--- src/rtl/uart_tx_drain.sv ---
// uart_tx_drain: pops bytes from the TX FIFO whenever the line is idle and
// shifts each one out as start / LSB-first data / stop with a 16x timebase.
`timescale 1ns/1ps
module uart_tx_drain #(
  parameter int DATA_SIZE  = 8,
  parameter int BAUD_DIV   = 651,
  parameter int STOP_TICKS = 16
) (
  input  logic                 clk,
  input  logic                 reset,
  input  logic                 fifo_empty,
  input  logic [DATA_SIZE-1:0] fifo_data,
  output logic                 fifo_read,
  output logic                 tx,
  output logic                 tx_busy,
  output logic                 tx_done_tick
);

  localparam int BW = $clog2(BAUD_DIV);
  localparam int IW = $clog2(DATA_SIZE);

  localparam logic [BW-1:0] BAUD_LAST = BW'(BAUD_DIV - 1);
  localparam logic [IW-1:0] IDX_LAST  = IW'(DATA_SIZE - 1);
  localparam logic [5:0]    BIT_LAST  = 6'd15;
  localparam logic [5:0]    STOP_LAST = 6'(STOP_TICKS - 1);

  typedef enum logic [1:0] {
    S_IDLE,
    S_START,
    S_DATA,
    S_STOP
  } state_t;

  state_t               r_state;
  logic [BW-1:0]        r_baud;
  logic [5:0]           r_tick;
  logic [IW-1:0]        r_idx;
  logic [DATA_SIZE-1:0] r_shift;
  logic                 r_tx;

  logic w_tick;
  logic w_bit_end;
  logic w_stop_end;

  assign w_tick     = (r_baud == BAUD_LAST);
  assign w_bit_end  = w_tick && (r_tick == BIT_LAST);
  assign w_stop_end = w_tick && (r_tick == STOP_LAST);

  // Pop is combinational so the FIFO advances on the same edge we load.
  assign fifo_read    = (r_state == S_IDLE) && !fifo_empty && !reset;
  assign tx           = r_tx;
  assign tx_busy      = (r_state != S_IDLE);
  assign tx_done_tick = (r_state == S_STOP) && w_stop_end;

  always_ff @(posedge clk or posedge reset) begin
    if (reset) begin
      r_baud <= '0;
    end else if (r_state == S_IDLE) begin
      r_baud <= '0;
    end else if (w_tick) begin
      r_baud <= '0;
    end else begin
      r_baud <= r_baud + 1'b1;
    end
  end

  always_ff @(posedge clk or posedge reset) begin
    if (reset) begin
      r_state <= S_IDLE;
      r_tick  <= '0;
      r_idx   <= '0;
      r_shift <= '0;
      r_tx    <= 1'b1;
    end else begin
      unique case (r_state)
        S_IDLE: begin
          r_tx <= 1'b1;
          if (fifo_read) begin
            r_shift <= fifo_data;
            r_tick  <= '0;
            r_tx    <= 1'b0;
            r_state <= S_START;
          end
        end
        S_START: begin
          if (w_bit_end) begin
            r_tick  <= '0;
            r_idx   <= '0;
            r_tx    <= r_shift[0];
            r_state <= S_DATA;
          end else if (w_tick) begin
            r_tick <= r_tick + 6'd1;
          end
        end
        S_DATA: begin
          if (w_bit_end) begin
            r_tick  <= '0;
            r_shift <= r_shift >> 1;
            if (r_idx == IDX_LAST) begin
              r_tx    <= 1'b1;
              r_state <= S_STOP;
            end else begin
              r_idx <= r_idx + 1'b1;
              r_tx  <= r_shift[1];
            end
          end else if (w_tick) begin
            r_tick <= r_tick + 6'd1;
          end
        end
        S_STOP: begin
          if (w_stop_end) begin
            r_tick  <= '0;
            r_state <= S_IDLE;
          end else if (w_tick) begin
            r_tick <= r_tick + 6'd1;
          end
        end
        default: begin
          r_state <= S_IDLE;
          r_tx    <= 1'b1;
        end
      endcase
    end
  end

endmodule

--- config.mk ---
export PLATFORM = sky130hd
export DESIGN_NAME = uart_tx_drain
export DESIGN_NICKNAME = d
export VERILOG_FILES = /design/src/rtl/uart_tx_drain.sv
export SDC_FILE = /design/constraint.sdc
export NUM_CORES = 1
export LEC_CHECK = 0
export CORE_UTILIZATION = 51
export CTS_CLUSTER_DIAMETER = 40
export DETAILED_ROUTE_END_ITERATION = 10
export GPL_TIMING_DRIVEN = 0
export PLACE_DENSITY_LB_ADDON = 0.3
export REMOVE_ABC_BUFFERS = 1
export SYNTH_ARGS = -nofsm -noshare
export SYNTH_HDL_FRONTEND = slang
export SYNTH_SLANG_ARGS = --single-unit
--- constraint.sdc ---
create_clock -name clk -period 2.7 [get_ports clk]
set_input_delay 0.81 -clock clk [delete_from_list [all_inputs] [get_ports clk]]
set_output_delay 0.81 -clock clk [all_outputs]
set_load 0.1 [all_outputs]
==> results.sh, run 1 <==
export IMPL_n_antenna_cell=0
export IMPL_leakagePower_nw=0.9125
export IMPL_critPathSlowestCell="dfrtp_1"
export IMPL_drc=0
export IMPL_n_fill_cell=290
export IMPL_path_delay_family="simple AND/OR/NAND/NOR gates"
export IMPL_core_um2=3390
export IMPL_switching_share_pct=21.60
export IMPL_synth_top_area_share_pct=39.81
export IMPL_min_period_ns=2.659
export IMPL_p_total_w=0.0008365
export IMPL_io_buffers=14
export IMPL_maxCapViolCount=0
export IMPL_gr_total_overflow=0
export IMPL_switchingPower_w=0.0001807
export IMPL_place_congestion=0.7758
export IMPL_cp_end_kind="output port"
export IMPL_yosys_mux_area_fraction_pct=2.334
export IMPL_die_height_um=61.79
export IMPL_h_tree_depth=2
export IMPL_final_nets=227
export IMPL_place_ws_ns=-0.9392
export IMPL_antenna_found_initial=0
export IMPL_min_delay_path_depth=1
export IMPL_io_pins=15
export IMPL_period_share_pct=98.50
export IMPL_critPathMaxFanout=5
export IMPL_ys_ff_latch=30
export IMPL_dpl_cell_area_um2=1968
export IMPL_power_frac_comb_pct=3.5
export IMPL_syn_area_per_cell_um2=9.595
export IMPL_stdcell_count=253
export IMPL_rows=21
export IMPL_grt_setup_unrepaired="true"
export IMPL_netlist_area_um2=1823
export IMPL_wirelength_mm=3.493
export IMPL_start_util_pct=53.78
export IMPL_cpPeakStageDelay_ns=0.44
export IMPL_path_clk_slew_ns=0.09
export IMPL_status="finished, final reports clean"
export IMPL_start_kind="register"
export IMPL_fin_ws_ns=0.04057
export IMPL_first_pass_iters=4
export IMPL_path_depth=4
export IMPL_cts_buffers=5
export IMPL_yosysWarnings=0
export IMPL_globalRouteMet1Util_pct=26.94
export IMPL_routed_via_density=5.731
export IMPL_finClkSkew_ns=0.01093
export IMPL_root_buffer="clkbuf_4"
export IMPL_ant_nets=0
export IMPL_power_density_nw_per_um2=396.6
export IMPL_critical_path_buf_inv_count=1
export IMPL_dp_cells=242
export IMPL_hold_viol=0
export IMPL_busiest_layer="met2"
export IMPL_first_global_vias=1341
export IMPL_synth_main_ff_cell="dfrtp_1"
export IMPL_gr_usage_met2_pct=32.87
export IMPL_yosysMostFrequentCell="dfrtp_1"
export IMPL_synthSimpleGateAreaFrac_pct=25.19
export IMPL_dr_first_iter_drc_count=96
export IMPL_seqPwrFrac_pct=53.7
export IMPL_dieArea_um2=3817
export IMPL_cts_tree="done"
export IMPL_clk_latency_ns=0.35
export IMPL_synth_area_top_cells="dfrtp_1, ha_1, nor2_1, inv_1, o22a_1"
export IMPL_fmax_mhz=376.0
export IMPL_synthAdderAreaFrac_pct=6.863
export IMPL_synth_edff_count=0
export IMPL_synth_compound_area_share_pct=14.76
export IMPL_finalSetupTns_ns=0
export IMPL_worst_ep_required_time_ns=1.89
export IMPL_grt_max_degree=31
export IMPL_syn_instance_count=190
export IMPL_wl_per_cell_um=13.81
export IMPL_worst_slew_pin_transition_ns=1.142
export IMPL_synth_common_cells="dfrtp_1, nor2_1, inv_1"
export IMPL_final_cell_area_um2=2110
export IMPL_yosysSeqAreaShare_pct=41.25
export IMPL_path_cells="nor4bb_1 > and4_4 > and2_4 > buf_12"
export IMPL_syn_to_final_growth_pct=15.72
export IMPL_drive_gt1_share_pct=16.43
export IMPL_vias=1450
export IMPL_synth_largest_area_cell="dfrtp_1"
export IMPL_grt_first_pass_wirelength_mm=5.747
export IMPL_synth_top_family_by_area="simple AND/OR/NAND/NOR gates"
export IMPL_hpwl_mm=2.433
export IMPL_crit_type="register to output port"
export IMPL_ctsLongestPathBuffers=2
export IMPL_slew_violations=0
export IMPL_hp_class="register to register"
export IMPL_grt_usage_pct=20.88
export IMPL_cts_sinks=30
export IMPL_cp_arrival_ns=1.85
export IMPL_p_clk_share_pct=42.8
export IMPL_rr_worst_depth=6
export IMPL_max_vdd_ir_drop_mv=0.2888
export IMPL_intPower_w=0.0006559
export IMPL_die_w_um=61.79
export IMPL_finalSetupViolations=0
export IMPL_met3_usage_pct=4.762
export IMPL_slew_limit_headroom_pct=23.79
export IMPL_synth_async_reset_ratio_pct=100.0
export IMPL_synth_xor_area_share_pct=3.844
export IMPL_yosysUniqueCellTypes=51
==> placed cells by master (no fill, tap or decap), types with 6 or more instances in the layout <==
cell | synthesis | final
dfrtp_1 | 29 | 29
nor2_1 | 23 | 23
inv_1 | 14 | 14
clkdlybuf4s50_1 | 0 | 10
nand3_1 | 9 | 9
nand2_1 | 9 | 9
o21ai_0 | 8 | 8
ha_1 | 10 | 8
a31oi_1 | 7 | 7
o22a_1 | 6 | 6
xnor2_1 | 6 | 6
==> per-layer routing <==
| layer | up-vias | wire [um] |
|---|---|---|
| met3 | 10 | 71 |
| li1 | 707 | - |
| met4 | 0 | 85 |
| met5 | - | 0 |
| met1 | 717 | 1667 |
| met2 | 16 | 1669 |
==> sequential cells by signal (all words and copies together), names as in the netlist <==
name     flops
r_idx        3
tx           1
r_tick       6
r_baud      10
r_state      2
r_shift      8
==> through the flow <==
stage	hold slack, ns	utilization [%]
2_1_floorplan	0.4736	-
3_3_place_gp	0.4895	58.07
3_5_place_dp	0.4995	58.07
4_1_cts	0.5201	61.61
5_1_grt	0.5353	62.24
6_report	0.5224	62.24
==> repair_timing <==
action | CTS | global route
buffers inserted | 1 | 2
setup endpoints to repair | 4 | 2
pin swaps | 3 | 2
gates cloned | 0 | 0
resized for setup | 27 | 2
hold buffers | 0 | 0
==> layout make-up <==
cell class                 instances  area, um2  share of cell area, %
sequential                        30      752.0                  35.65
tap                               46      57.56                  2.728
clock buffer                       5      37.54                  1.779
timing repair buffer              17      173.9                  8.244
clock inverter                     3      40.04                  1.898
multi-input combinational        138      996.0                  47.21
inverter                          14      52.55                  2.491
==> final timing paths <==
kind                                             start                endpoint  slack [ns]
worst max-delay path               r_baud[6]$_DFF_PP0_            tx_done_tick        0.04
worst min-delay path               r_baud[0]$_DFF_PP0_     r_baud[0]$_DFF_PP0_        0.52
worst max register to register  r_state[0]$_DFFE_PP0P_  r_shift[0]$_DFFE_PP0P_        0.40
worst min register to register     r_baud[0]$_DFF_PP0_     r_baud[0]$_DFF_PP0_        0.52
max in group asynchronous                        reset   r_tick[0]$_DFFE_PP0P_        0.88
min in group asynchronous                        reset  r_shift[7]$_DFFE_PP0P_        1.13
==> power by group through the flow <==
stage / Clock, W / Combinational (W) / Sequential [W]
floorplan: 0 / 0.0000111 / 0.000458
global placement: 0 / 0.0000291 / 0.000458
detailed placement: 0 / 0.0000299 / 0.000458
CTS: 0.000363 / 0.0000303 / 0.000449
global route: 0.000385 / 0.0000335 / 0.000449
finish: 0.000358 / 0.0000296 / 0.000449
==> worst register-to-register path, delay by kind of cell, from the launching register on <==
family                   cells  cell delay (ns)
buffers and inverters        1             0.10
adder cells (fa/ha/maj)      1             0.47
flip-flops                   1             0.40
AO/OA/AOI/OAI                2             0.43
AND/OR/NAND/NOR              2             0.80
==> kinds of logic after synthesis <==
kind of cell / after synthesis
AOI/OAI and AO/OA: 37
xor gates and xnor gates: 8
adders and majority gates: 10
buffers and inverters: 22
DFF: 30
muxes: 4
and+or+nand+nor: 79
No activity file was read; power rests on OpenSTA's default activity.
==> run 2: changes to the inputs <==
--- a/config.mk
+++ b/config.mk
@@ -9,6 +9,7 @@
 export CTS_CLUSTER_DIAMETER = 40
 export DETAILED_ROUTE_END_ITERATION = 10
 export GPL_TIMING_DRIVEN = 0
+export MAX_ROUTING_LAYER = met4
 export PLACE_DENSITY_LB_ADDON = 0.3
 export REMOVE_ABC_BUFFERS = 1
 export SYNTH_ARGS = -nofsm -noshare
==> run 2 against run 1 <==
Fmax hardly changed. Critical path depth stayed put. Sequential power about the same. Utilization stayed put. Highest routed layer unchanged. Worst setup slack is essentially flat. Sequential share of layout area stayed put. Critical endpoint unchanged. Routed wire length about the same.
==> results.sh, run 2 (same netlist as run 1, synthesis figures left out) <==
export IMPL_status="finished, final reports clean"
export IMPL_stdcell_count=253
export IMPL_cts_sinks=30
export IMPL_cp_arrival_ns=1.85
export IMPL_globalRouteMet1Util_pct=26.94
export IMPL_busiest_layer="met2"
export IMPL_core_um2=3390
export IMPL_finalSetupTns_ns=0
export IMPL_die_height_um=61.79
export IMPL_grt_usage_pct=21.54
export IMPL_io_buffers=14
export IMPL_first_pass_iters=4
export IMPL_dieArea_um2=3817
export IMPL_critPathSlowestCell="dfrtp_1"
export IMPL_grt_setup_unrepaired="true"
export IMPL_place_ws_ns=-0.9392
export IMPL_cts_tree="done"
export IMPL_leakagePower_nw=0.9125
export IMPL_first_global_vias=1340
export IMPL_gr_total_overflow=0
export IMPL_ant_nets=0
export IMPL_cp_end_kind="output port"
export IMPL_final_common_cell="dfrtp_1"
export IMPL_final_nets=227
export IMPL_hold_buffers=0
export IMPL_regMostFlops="r_baud"
export IMPL_ctsLongestPathBuffers=2
export IMPL_grt_first_pass_wirelength_mm=5.754
export IMPL_routed_via_density=5.735
export IMPL_rows=21
export IMPL_io_pins=15
export IMPL_slew_limit_headroom_pct=23.78
export IMPL_path_clk_slew_ns=0.09
export IMPL_dp_cells=242
export IMPL_power_density_nw_per_um2=396.6
export IMPL_min_period_ns=2.660
export IMPL_slew_violations=0
export IMPL_largest_reg_flops=10
export IMPL_drc=0
export IMPL_dr_first_iter_drc_count=85
export IMPL_n_fill_cell=290
export IMPL_maxCapViolCount=0
export IMPL_period_share_pct=98.51
export IMPL_grt_max_degree=31
export IMPL_drive_gt1_share_pct=16.43
export IMPL_h_tree_depth=2
export IMPL_worst_slew_pin_transition_ns=1.142
export IMPL_root_buffer="clkbuf_4"
export IMPL_clk_latency_ns=0.35
export IMPL_wirelength_mm=3.494
export IMPL_place_congestion=0.7864
export IMPL_die_w_um=61.79
export IMPL_finalHoldWorstSlack_ns=0.5224
export IMPL_start_kind="register"
export IMPL_crit_type="register to output port"
export IMPL_path_cells="nor4bb_1 > and4_4 > and2_4 > buf_12"
export IMPL_critPathMaxFanout=5
export IMPL_hpwl_mm=2.433
export IMPL_finClkSkew_ns=0.01093
export IMPL_worst_ep_required_time_ns=1.89
export IMPL_vias=1451
export IMPL_finalSetupViolations=0
export IMPL_fin_ws_ns=0.04032
export IMPL_antenna_found_initial=0
export IMPL_cts_buffers=5
export IMPL_start_util_pct=53.78
export IMPL_wl_per_cell_um=13.81
export IMPL_reg_top3="r_baud: 10 flops, r_shift: 8 flops, r_tick: 6 flops"
export IMPL_fmax_mhz=376.0
export IMPL_n_antenna_cell=0
export IMPL_met3_usage_pct=4.762
export IMPL_gr_usage_met2_pct=32.87
export IMPL_syn_to_final_growth_pct=15.72
export IMPL_final_cell_mix="dfrtp_1, nor2_1, inv_1"
export IMPL_hp_class="register to register"
export IMPL_hold_viol=0
export IMPL_max_vdd_ir_drop_mv=0.2888
export IMPL_cpPeakStageDelay_ns=0.44
## run 2: cell counts in the layout (fill, tap and decap cells not counted)
No cell type changed its count.
## run 2: layout make-up
type	count	area [um2]	share of cell area (%)
repair buffers	17	173.9	8.244
flip-flops and latches	30	752.0	35.65
inverters	14	52.55	2.491
well taps	46	57.56	2.728
clock buffers	5	37.54	1.779
clock inverters	3	40.04	1.898
multi-input cells	138	996.0	47.21
## run 2: worst paths after layout
kind | to | slack [ns] | cells after the start | startpoint
setup / recovery | tx_done_tick | 0.04 | 4 | r_baud[6]$_DFF_PP0_
hold / removal | r_baud[0]$_DFF_PP0_ | 0.52 | 1 | r_baud[0]$_DFF_PP0_
setup reg to reg | r_shift[0]$_DFFE_PP0P_ | 0.40 | 6 | r_state[0]$_DFFE_PP0P_
hold reg to reg | r_baud[0]$_DFF_PP0_ | 0.52 | 1 | r_baud[0]$_DFF_PP0_
max in group asynchronous | r_tick[0]$_DFFE_PP0P_ | 0.88 | 2 | reset
min in group asynchronous | r_shift[7]$_DFFE_PP0P_ | 1.13 | 2 | reset
## run 2: repair_timing
action / 4_1_cts / 5_1_grt
pin swaps: 3 / 2
buffers inserted: 1 / 2
endpoints found under the setup margin: 4 / 2
resized for setup: 27 / 2
## run 2: through the flow
stage	util [%]	cell area, um2	total power [W]
2_1_floorplan	-	1770	0.0004689
3_3_place_gp	58.07	1968	0.0004869
3_5_place_dp	58.07	1968	0.0004877
4_1_cts	61.61	2088	0.0008427
5_1_grt	62.24	2110	0.0008678
6_report	62.24	2110	0.0008366
## run 2: layer usage
layer,routed length [um],up-vias
met4,85,0
met5,0,-
met2,1669,16
met3,72,10
met1,1667,718
li1,-,707
## run 2: power breakdown
part           internal [W]  switching (W)
clock              0.000192       0.000166
sequential         0.000449              0
combinational     0.0000152      0.0000144
## run 2: worst max-delay path: cells and delay by family, from the launching register on
kind                   cells  cell delay [ns]
buffers and inverters      1             0.16
DFF                        1             0.44
and+or+nand+nor            3             0.90
